--- config.mk ---
export PLATFORM = sky130hd
export DESIGN_NAME = nco_phase_gen
export DESIGN_NICKNAME = d
export VERILOG_FILES = /design/src/rtl/nco_phase_gen.sv
export SDC_FILE = /design/constraint.sdc
export NUM_CORES = 1
export LEC_CHECK = 0
export ABC_AREA = 1
export CORE_UTILIZATION = 59
export CTS_CLUSTER_DIAMETER = 200
export DETAILED_ROUTE_END_ITERATION = 16
export HOLD_SLACK_MARGIN = 0.02
export PLACE_DENSITY_LB_ADDON = 0.05
export SETUP_SLACK_MARGIN = 0.3
export SYNTH_ARGS = -nofsm -noshare
export SYNTH_HDL_FRONTEND = slang
export SYNTH_SLANG_ARGS = --single-unit
--- constraint.sdc ---
create_clock -name clk -period 5.6 [get_ports clk]
set_input_delay 0.56 -clock clk [delete_from_list [all_inputs] [get_ports clk]]
set_output_delay 0.56 -clock clk [all_outputs]
set_load 0.03 [all_outputs]
--- src/rtl/nco_phase_gen.sv ---
// nco_phase_gen
//   Numerically controlled oscillator producing the 20-bit signed phase word
//   for the CORDIC sin/cos rotator on the colour-subcarrier path. A phase
//   accumulator advances by the active tuning word every cycle. It is
//   realigned to start_phase at each line start, and tuning-word updates only
//   take effect on line boundaries. Valid and line-start sideband flags are
//   delayed by the rotator latency so they stay aligned with sin/cos.
//
//   Optional build macro: NCO_PAL_ALT_EN
//     When defined, line_parity toggles on every line start. Lines with
//     parity 1 start 180 deg away from start_phase.
//
//   Ports
//     clk, rst_n          clock, asynchronous active-low reset
//     enable              run request; low forces IDLE
//     ftw_in, ftw_load    tuning word and its capture strobe (into shadow)
//     line_sync           line-start strobe (ignored in IDLE)
//     start_phase         phase loaded at line start (2^20 = 360 deg)
//     phase_out           signed phase to the rotator
//     phase_valid         phase_out is meaningful
//     ftw_pending         shadow tuning word not yet applied
//     cordic_valid        phase_valid delayed CORDIC_LATENCY cycles
//     cordic_line_start   line-start marker delayed CORDIC_LATENCY cycles
//     line_parity         per-line toggle (0 unless NCO_PAL_ALT_EN)
//
//   state | meaning
//   IDLE  | accumulator held at 0, phase invalid
//   RUN   | accumulating; line starts realign phase and apply shadow FTW

module nco_phase_gen #(
    parameter int ACC_WIDTH      = 32,
    parameter int CORDIC_LATENCY = 10
) (
    input  logic                 clk,
    input  logic                 rst_n,
    input  logic                 enable,
    input  logic [ACC_WIDTH-1:0] ftw_in,
    input  logic                 ftw_load,
    input  logic                 line_sync,
    input  logic [19:0]          start_phase,
    output logic [19:0]          phase_out,
    output logic                 phase_valid,
    output logic                 ftw_pending,
    output logic                 cordic_valid,
    output logic                 cordic_line_start,
    output logic                 line_parity
);

    typedef enum logic {IDLE, RUN} state_t;

    localparam int SHIFT = ACC_WIDTH - 20;

    state_t                    state;
    logic [ACC_WIDTH-1:0]      acc;
    logic [ACC_WIDTH-1:0]      ftw_active;
    logic [ACC_WIDTH-1:0]      ftw_shadow;
    logic                      line_start;
    logic [CORDIC_LATENCY-1:0] vld_dly;
    logic [CORDIC_LATENCY-1:0] ls_dly;
    logic [19:0]               start_eff;
    logic                      line_start_evt;

    // Leaving IDLE counts as a line start so the first line is aligned.
    assign line_start_evt = enable && ((state == IDLE) || line_sync);

`ifdef NCO_PAL_ALT_EN
    logic parity_q;

    // The offset follows the post-toggle parity, i.e. the inverse of parity_q.
    assign start_eff   = parity_q ? start_phase : start_phase + 20'h80000;
    assign line_parity = parity_q;

    always_ff @(posedge clk or negedge rst_n) begin
        if (!rst_n)
            parity_q <= 1'b0;
        else if (line_start_evt)
            parity_q <= ~parity_q;
    end
`else
    assign start_eff   = start_phase;
    assign line_parity = 1'b0;
`endif

    assign phase_out         = acc[ACC_WIDTH-1 -: 20];
    assign cordic_valid      = vld_dly[CORDIC_LATENCY-1];
    assign cordic_line_start = ls_dly[CORDIC_LATENCY-1];

    always_ff @(posedge clk or negedge rst_n) begin
        if (!rst_n) begin
            state       <= IDLE;
            acc         <= '0;
            ftw_active  <= '0;
            ftw_shadow  <= '0;
            ftw_pending <= 1'b0;
            phase_valid <= 1'b0;
            line_start  <= 1'b0;
            vld_dly     <= '0;
            ls_dly      <= '0;
        end else begin
            // Delay lines keep shifting in every state so entries drain.
            vld_dly <= {vld_dly[CORDIC_LATENCY-2:0], phase_valid};
            ls_dly  <= {ls_dly[CORDIC_LATENCY-2:0], line_start};

            if (!enable) begin
                state       <= IDLE;
                acc         <= '0;
                phase_valid <= 1'b0;
                line_start  <= 1'b0;
            end else if (line_start_evt) begin
                state       <= RUN;
                acc         <= ACC_WIDTH'(start_eff) << SHIFT;
                phase_valid <= 1'b1;
                line_start  <= 1'b1;
                if (ftw_pending) begin
                    ftw_active  <= ftw_shadow;
                    ftw_pending <= 1'b0;
                end
            end else begin
                acc         <= acc + ftw_active;
                phase_valid <= 1'b1;
                line_start  <= 1'b0;
            end

            // Placed last so a load coinciding with a line start stays
            // pending; the apply above still sees the previous shadow.
            if (ftw_load) begin
                ftw_shadow  <= ftw_in;
                ftw_pending <= 1'b1;
            end
        end
    end

endmodule

==> key figures, run 1 <==
Worst setup path
  – Crit Reg-Reg Startpoint: state
  – Crit path required time: about 5.9 ns
  – FF-to-FF path depth: 6
  – Slowest cell on the critical path: nand2_2
  – Crit. End Element: flop
  – Worst EP arrival: 3.35 ns
  – R2R setup slack: 3.14 ns
  – Worst setup path class: primary input to flop
  – Slowest stage delay, CP: ~0.7 ns
  – Crit path max fanout: 64
  – CP top delay family: simple AND/OR/NAND/NOR gates
  – Crit path cell chain: clkdlybuf4s50_1, buf_4, nand3_2, inv_2, nor2_4, nand2_2, nand2_1, o21ai_0
  – Worst setup SP type: primary input
  – RR Endpoint: ftw_active[0]
  – CP Buf/Inv Count: 3

Pwr
  – Clk pwr share: between 40% and 50%
  – Sw frac: 31.4%
  – Peak VDD IR: roughly 0.34 mV
  – Sequential Power Share: a little over a third
  – Final Total Pwr: about 2.9 mW
  – Leak: approximately 4.5 nW
  – P_int: just under 2 mW
  – Gate power share: 23.0%
  – Net Sw Power: roughly 0.9 mW
  – Cell Pwr Density: 353 nW/um2

Global routing
  – Global-route wire length before repair: around 28 mm
  – GRT Overall Usage: between 30% and 40%
  – Total global routing overflow: 0
  – Largest net degree at the start of global routing: slightly below 70
  – Vias in the first global route: 5625
  – Antenna violations before repair: 0

STA
  – Measured slew at the worst slew-check pin: 0.962 ns
  – Final Hold Viols: 0
  – Slew Limit Fails: 0
  – Tmin final: 3.07 ns
  – RSZ-0062 raised after global routing: false
  – Max Freq: around 330 MHz
  – Max-slew headroom: approximately 36%
  – Setup violations, final: 0
  – Final period util: a little over half
  – Worst clock skew: between 0.01 and 0.015 ns
  – Hold WS: between 0.2 and 0.3 ns
  – Setup TNS: 0 ns

CTS
  – Clock Latency Late Sink: ~0.41 ns
  – Clock Path Buffers: 2
  – Root buf cell: clkbuf_16
  – Post-cts resize count: 0
  – CTS Buf Count: 17
  – Clock net sink count: 120
  – CTS tree: yes
  – Worst-path clk slew: about 0.06 ns
  – Setup Buffers After CTS: 0
  – CTS H-tree lvls: 4
  – Hold Buf Count CTS: 0

Worst hold path
  – Type of the tightest min-delay check: primary input to asynchronous set/reset pin

Layout
  – Area Overhead vs Synth: 20.4%
  – Post-layout util: around three quarters
  – Post-route cell area: 8090 um2
  – Nets@finish: 1068
  – Share of layout cells above drive strength 1: approximately 5.3%
  – Commonest non-fill, non-tap cell in the layout: nand2_1
  – Commonest cells after routing, fill and taps aside: nand2_1, inv_1, dfrtp_1
  – Ant. Diodes: 0

Detailed routing
  – Vias per cell: around 5.2
  – Routed Wire Length: ~17 mm
  – Initial DRC Count: 465
  – ANT nets after route: 0
  – DR DRC count: 0
  – Via count: approximately 5900
  – WL/cell: ~15 um
  – DR pass1 iterations: 5

Floorplanning
  – # IOs: 82
  – Die width: between 100 and 150 um
  – Core box area: about 11000 um2
  – Chip height: between 100 and 150 um
  – Starting density of the core: about three fifths
  – # rows: 38
  – Full die area: 11800 um2

Logic synthesis
  – Synthesized area: 6720 um2
  – Area contributors post-synth: dfrtp_1, nand2_1, inv_1, ha_1, o21ai_0
  – Synth Instances: ~900
  – Largest family of logic cells by synthesized area: simple AND/OR/NAND/NOR gates
  – Syn Nets: 1007
  – Syn_area_per_cell: 7.32 um2
  – Synth Area in Adders: under 10%
  – Post-Synth Simple-Gate Area: 26.6%
  – Area share of the largest cell type after synthesis: between 40 and 50%
  – Post-synthesis sequential area ratio: 44.7%
  – Synth area leader: dfrtp_1
  – Syn. warnings: 0
  – Yosys reg bits: 120
  – Mux contribution to synthesized area: 0%
  – Compound-Gate Fraction of Synth Area: about 9.0%
  – XOR/XNOR Fraction of Synth Area: less than 1%
  – Number of distinct library cells after synthesis: 29

Placement
  – IO buf count: 80
  – Final GP Congestion: around 0.93
  – Placed Area: 7460 um2
  – DP Wirelength: 12.2 mm

Run
  – Max_cap viols: 0

Run status
  – Outcome: finished, final reports clean
[layer usage]
metal / global-route usage (%) / up-vias / wire length [um]
met3: 7.59 / 42 / 1350
met1: 42.7 / 2712 / 7540
met5: 0 / - / 0
met4: 13.8 / 0 / 513
li1: - / 2921 / -
met2: 48.4 / 246 / 7640
[cell type report]
cell class	count	area, um2
fill	873	2890
multi-input combinational	593	2860
clock inverter	13	191
inverter	165	619
clock buffer	18	439
tap	140	175
timing repair buffer	82	808
sequential	120	3000
[flip-flops by register name, indices dropped and copies added, names as in the netlist, 10 cells and up]
| signal | cells |
|---|---|
| acc | 32 |
| ftw_active | 32 |
| ftw_shadow | 32 |
| ls_dly | 10 |
| vld_dly | 10 |
[synthesized netlist by cell type]
master    number
a21o_1         3
inv_2          2
nand2_2        7
nor3_1         6
a21oi_1       36
buf_1          2
inv_1        163
o21ai_0       74
nand3_2        4
xor2_1         2
nor2_4         2
clkbuf_1       9
nand4_1        5
nor2_1        44
buf_2          7
fa_1           1
a22oi_1        2
nand3_1       44
o21bai_1       1
nand2_1      320
nand2_4        1
buf_4         22
ha_1          31
dfrtp_1      120
o21a_1         1
nor2_2         2
conb_1         1
xnor2_1        4
and2_1         2
[how the worst max path moves through the flow]
stage / startpoint / to / slack [ns] / depth (start not counted)
6_report: enable / ftw_active[0] / 2.53 / 8
5_1_grt: enable / ftw_active[0] / 2.32 / 8
4_1_cts: enable / ftw_active[0] / 2.49 / 8
3_5_place_dp: enable / ftw_active[0] / 2.18 / 8
3_3_place_gp: enable / ftw_active[28] / 2.40 / 7
2_1_floorplan: ftw_active[0] / acc[16] / 3.77 / 13
[metrics by stage]
step                      instances  setup slack, ns
after floorplan                 918             3.77
after global placement         1100             2.40
after detailed placement       1100             2.18
after CTS                      1131             2.49
after global routing           1131             2.32
final                          1131             2.53
[power by group through the flow]
stage | clock (mW) | combinational, mW | sequential [mW]
after floorplan | 0 | 0.469 | 1.01
after global placement | 0 | 0.625 | 1.04
after detailed placement | 0 | 0.642 | 1.04
after CTS | 1.18 | 0.653 | 1.03
after global routing | 1.23 | 0.741 | 1.04
final | 1.17 | 0.658 | 1.03
[cells by family after synthesis]
family                     after synthesis
and+or+nand+nor                        437
buffers and inverters                  205
DFF                                    120
AOI/OAI and AO/OA                      117
adders and majority gates               32
xor gates and xnor gates                 6
other                                    1
No activity file was read; power rests on OpenSTA's default activity.
==> run 2: changes to the inputs <==
--- a/config.mk
+++ b/config.mk
@@ -6,7 +6,7 @@
 export NUM_CORES = 1
 export LEC_CHECK = 0
 export ABC_AREA = 1
-export CORE_UTILIZATION = 59
+export CORE_UTILIZATION = 56
 export CTS_CLUSTER_DIAMETER = 200
 export DETAILED_ROUTE_END_ITERATION = 16
 export HOLD_SLACK_MARGIN = 0.02
==> constraint.sdc (replaced) <==
create_clock -name clk -period 3.18 [get_ports clk]
set_input_delay 0.318 -clock clk [delete_from_list [all_inputs] [get_ports clk]]
set_output_delay 0.318 -clock clk [all_outputs]
set_load 0.03 [all_outputs]
==> key figures, run 2 (synthesized netlist as in run 1, its figures left out) <==
Worst setup path
  – Worst setup path class: flop to flop (was primary input to flop)
  – CP most frequent cell: nand3_1
  – Crit path max fanout: 5 (was 64)
  – Worst setup SP type: flop (was primary input)
  – CP Buf/Inv Count: 2 (was 3)
  – Slowest cell on the critical path: fa_1 (was nand2_2)
  – Crit path required time: 3.48 ns (was 5.88 ns)
  – Crit. End Element: flop (unchanged)
  – Slowest stage delay, CP: 0.37 ns (was 0.71 ns)
  – CP top delay family: simple AND/OR/NAND/NOR gates (unchanged)
  – Worst EP arrival: 2.74 ns (was 3.35 ns)
  – Crit path cell chain: ha_1, inv_1, fa_1, inv_1, nand3_1, nand3_1, nand3_1, nand3_1, nand2_1, nand3_1, nand2_1, nor2_1, nor2_1 (was clkdlybuf4s50_1, buf_4, nand3_2, inv_2, nor2_4, nand2_2, nand2_1, o21ai_0)

Detailed routing
  – Initial DRC Count: 432 (was 465)
  – WL/cell: 15.0 um (was 15.1 um)
  – DR DRC count: 3 (was 0)
  – DR pass1 iterations: 13 (was 5)
  – Routed Wire Length: 17.0 mm (was 17.1 mm)
  – Via count: 5908 (was 5921)
  – ANT nets after route: 0 (unchanged)
  – Vias per cell: 5.19 (was 5.24)

Global routing
  – GRT Overall Usage: 29.4% (was 31.6%)
  – Vias in the first global route: 5680 (was 5625)
  – Met1 Track Usage GR: 41.5% (was 42.7%)
  – Antenna violations before repair: 0 (unchanged)
  – Grt met3 use: 5.23% (was 7.59%)
  – Global-route wire length before repair: 28.1 mm (was 27.5 mm)
  – Largest net degree at the start of global routing: 66 (was 69)
  – Total global routing overflow: 0 (unchanged)
  – Gr busiest metal: met2 (unchanged)
  – Grt met2 use: 45.3% (was 48.4%)

Floorplanning
  – Core box area: 11600 um2 (was 11000 um2)
  – Starting density of the core: 58.1% (was 61.2%)
  – Chip height: 112 um (was 109 um)
  – # rows: 39 (was 38)
  – Die width: 112 um (was 109 um)
  – # IOs: 82 (unchanged)
  – Full die area: 12400 um2 (was 11800 um2)

Run status
  – Outcome: finished with violations (was finished, final reports clean)
  – Failing checks: DRC

Run
  – Max_cap viols: 0 (unchanged)

Pwr
  – Peak VDD IR: 0.611 mV (was 0.343 mV)
  – Leak: 4.54 nW (was 4.51 nW)
  – Cell Pwr Density: 618 nW/um2 (was 353 nW/um2)

Placement
  – Final GP Congestion: 0.872 (was 0.932)
  – DP Wirelength: 12.3 mm (was 12.2 mm)
  – IO buf count: 80 (unchanged)

CTS
  – Post-cts resize count: 0 (unchanged)
  – CTS tree: yes (unchanged)
  – Clock net sink count: 120 (unchanged)
  – CTS H-tree lvls: 4 (unchanged)
  – CTS Buf Count: 17 (unchanged)
  – Root buf cell: clkbuf_16 (unchanged)
  – Clock Latency Late Sink: 0.42 ns (was 0.41 ns)
  – Clock Path Buffers: 2 (unchanged)
  – Worst-path clk slew: 0.06 ns (about the same)

STA
  – Final Hold Viols: 0 (unchanged)
  – RSZ-0062 raised after global routing: false (unchanged)
  – Setup violations, final: 0 (unchanged)
  – Setup TNS: 0 ns (unchanged)
  – Max Freq: 409 MHz
  – Tmin final: 2.44 ns
  – Max-slew headroom: 31.9% (was 35.6%)
  – Slew Limit Fails: 0 (unchanged)
  – Final period util: 76.9%
  – Worst clock skew: 0.00847 ns (was 0.0121 ns)
  – Measured slew at the worst slew-check pin: 1.02 ns (was 0.962 ns)

Layout
  – Top flop regs: acc: 32 flops, ftw_active: 32 flops, ftw_shadow: 32 flops (unchanged)
  – Commonest cells after routing, fill and taps aside: nand2_1, inv_1, dfrtp_1 (unchanged)
  – Ant. Diodes: 0 (unchanged)
  – Post-layout util: 70.4% (was 73.7%)
  – Area Overhead vs Synth: 21.1% (was 20.4%)
  – Fill cells: 929 (was 873)
  – Commonest non-fill, non-tap cell in the layout: nand2_1 (unchanged)
  – Nets@finish: 1071 (was 1068)
  – Share of layout cells above drive strength 1: 5.63% (was 5.35%)

Worst hold path
  – Type of the tightest min-delay check: flop to flop (was primary input to asynchronous set/reset pin)
## run 2: changes by cell type in the layout (fill, tap and decap cells not counted), sizes merged
cell	change
bufinv	-1
buf	+2
inv	-1
clkinvlp	-1
clkbuf	+2
clkinv	+2
dlygate4sd3	+1
## run 2: area by class of cell
cell class | instances | area, um2 | share of cell area, %
Sequential cell | 120 | 3000 | 36.9
Multi-Input combinational cell | 593 | 2860 | 35.1
Timing Repair Buffer | 85 | 846 | 10.4
Inverter | 165 | 619 | 7.61
Clock buffer | 20 | 467 | 5.74
Tap cell | 143 | 179 | 2.20
Clock inverter | 12 | 165 | 2.03
## run 2: path summary, 6_finish.rpt
kind / endpoint / from / depth (start not counted) / slack (ns)
min in group asynchronous: ftw_active[7] / rst_n / 2 / 0.49
hold reg to reg: vld_dly[5] / vld_dly[4] / 0 / 0.35
setup / recovery: acc[28] / ftw_active[0] / 13 / 0.74
setup reg to reg: acc[28] / ftw_active[0] / 13 / 0.74
hold / removal: vld_dly[5] / vld_dly[4] / 0 / 0.35
max in group asynchronous: ftw_shadow[29] / rst_n / 3 / 1.90
## run 2: per-stage QoR
step           total power, mW  instances  hold slack (ns)  cell area [um2]  setup slack [ns]
4_1_cts                   5.04       1138            0.350             8140             0.825
3_5_place_dp              2.97       1105            0.336             7490             0.844
2_1_floorplan             2.61        918           0.0224             6720              1.35
3_3_place_gp              2.94       1105            0.332             7490             0.944
6_report                  5.02       1138            0.345             8140             0.736
5_1_grt                   5.26       1138            0.362             8140             0.585
## run 2: what timing repair did
action / 4_1_cts / 5_1_grt
setup buffers: 0 / 0
hold buffers: 1 / 0
endpoints found under the hold margin: 49 / 0
## run 2: layer usage
| metal | vias to the layer above | wire length [um] | part of all wire [%] |
|---|---|---|---|
| met3 | 30 | 1120 | 6.6 |
| li1 | 2927 | - | - |
| met2 | 231 | 7630 | 45 |
| met1 | 2720 | 7950 | 47 |
| met5 | - | 0 | 0 |
| met4 | 0 | 321 | 1.9 |
## run 2: worst reg2reg max path, cell delays in order (launching register included)
cell and delay [ns]:
dfrtp_1 0.36, ha_1 0.25, inv_1 0.08, fa_1 0.37, inv_1 0.18, nand3_1 0.11, nand3_1 0.19, nand3_1 0.13
nand3_1 0.17, nand2_1 0.10, nand3_1 0.09, nand2_1 0.05, nor2_1 0.19, nor2_1 0.06
## run 2: power by group
group          switching [mW]  internal, mW
registers               0.111          1.69
clock network           0.744          1.31
logic                   0.737         0.434
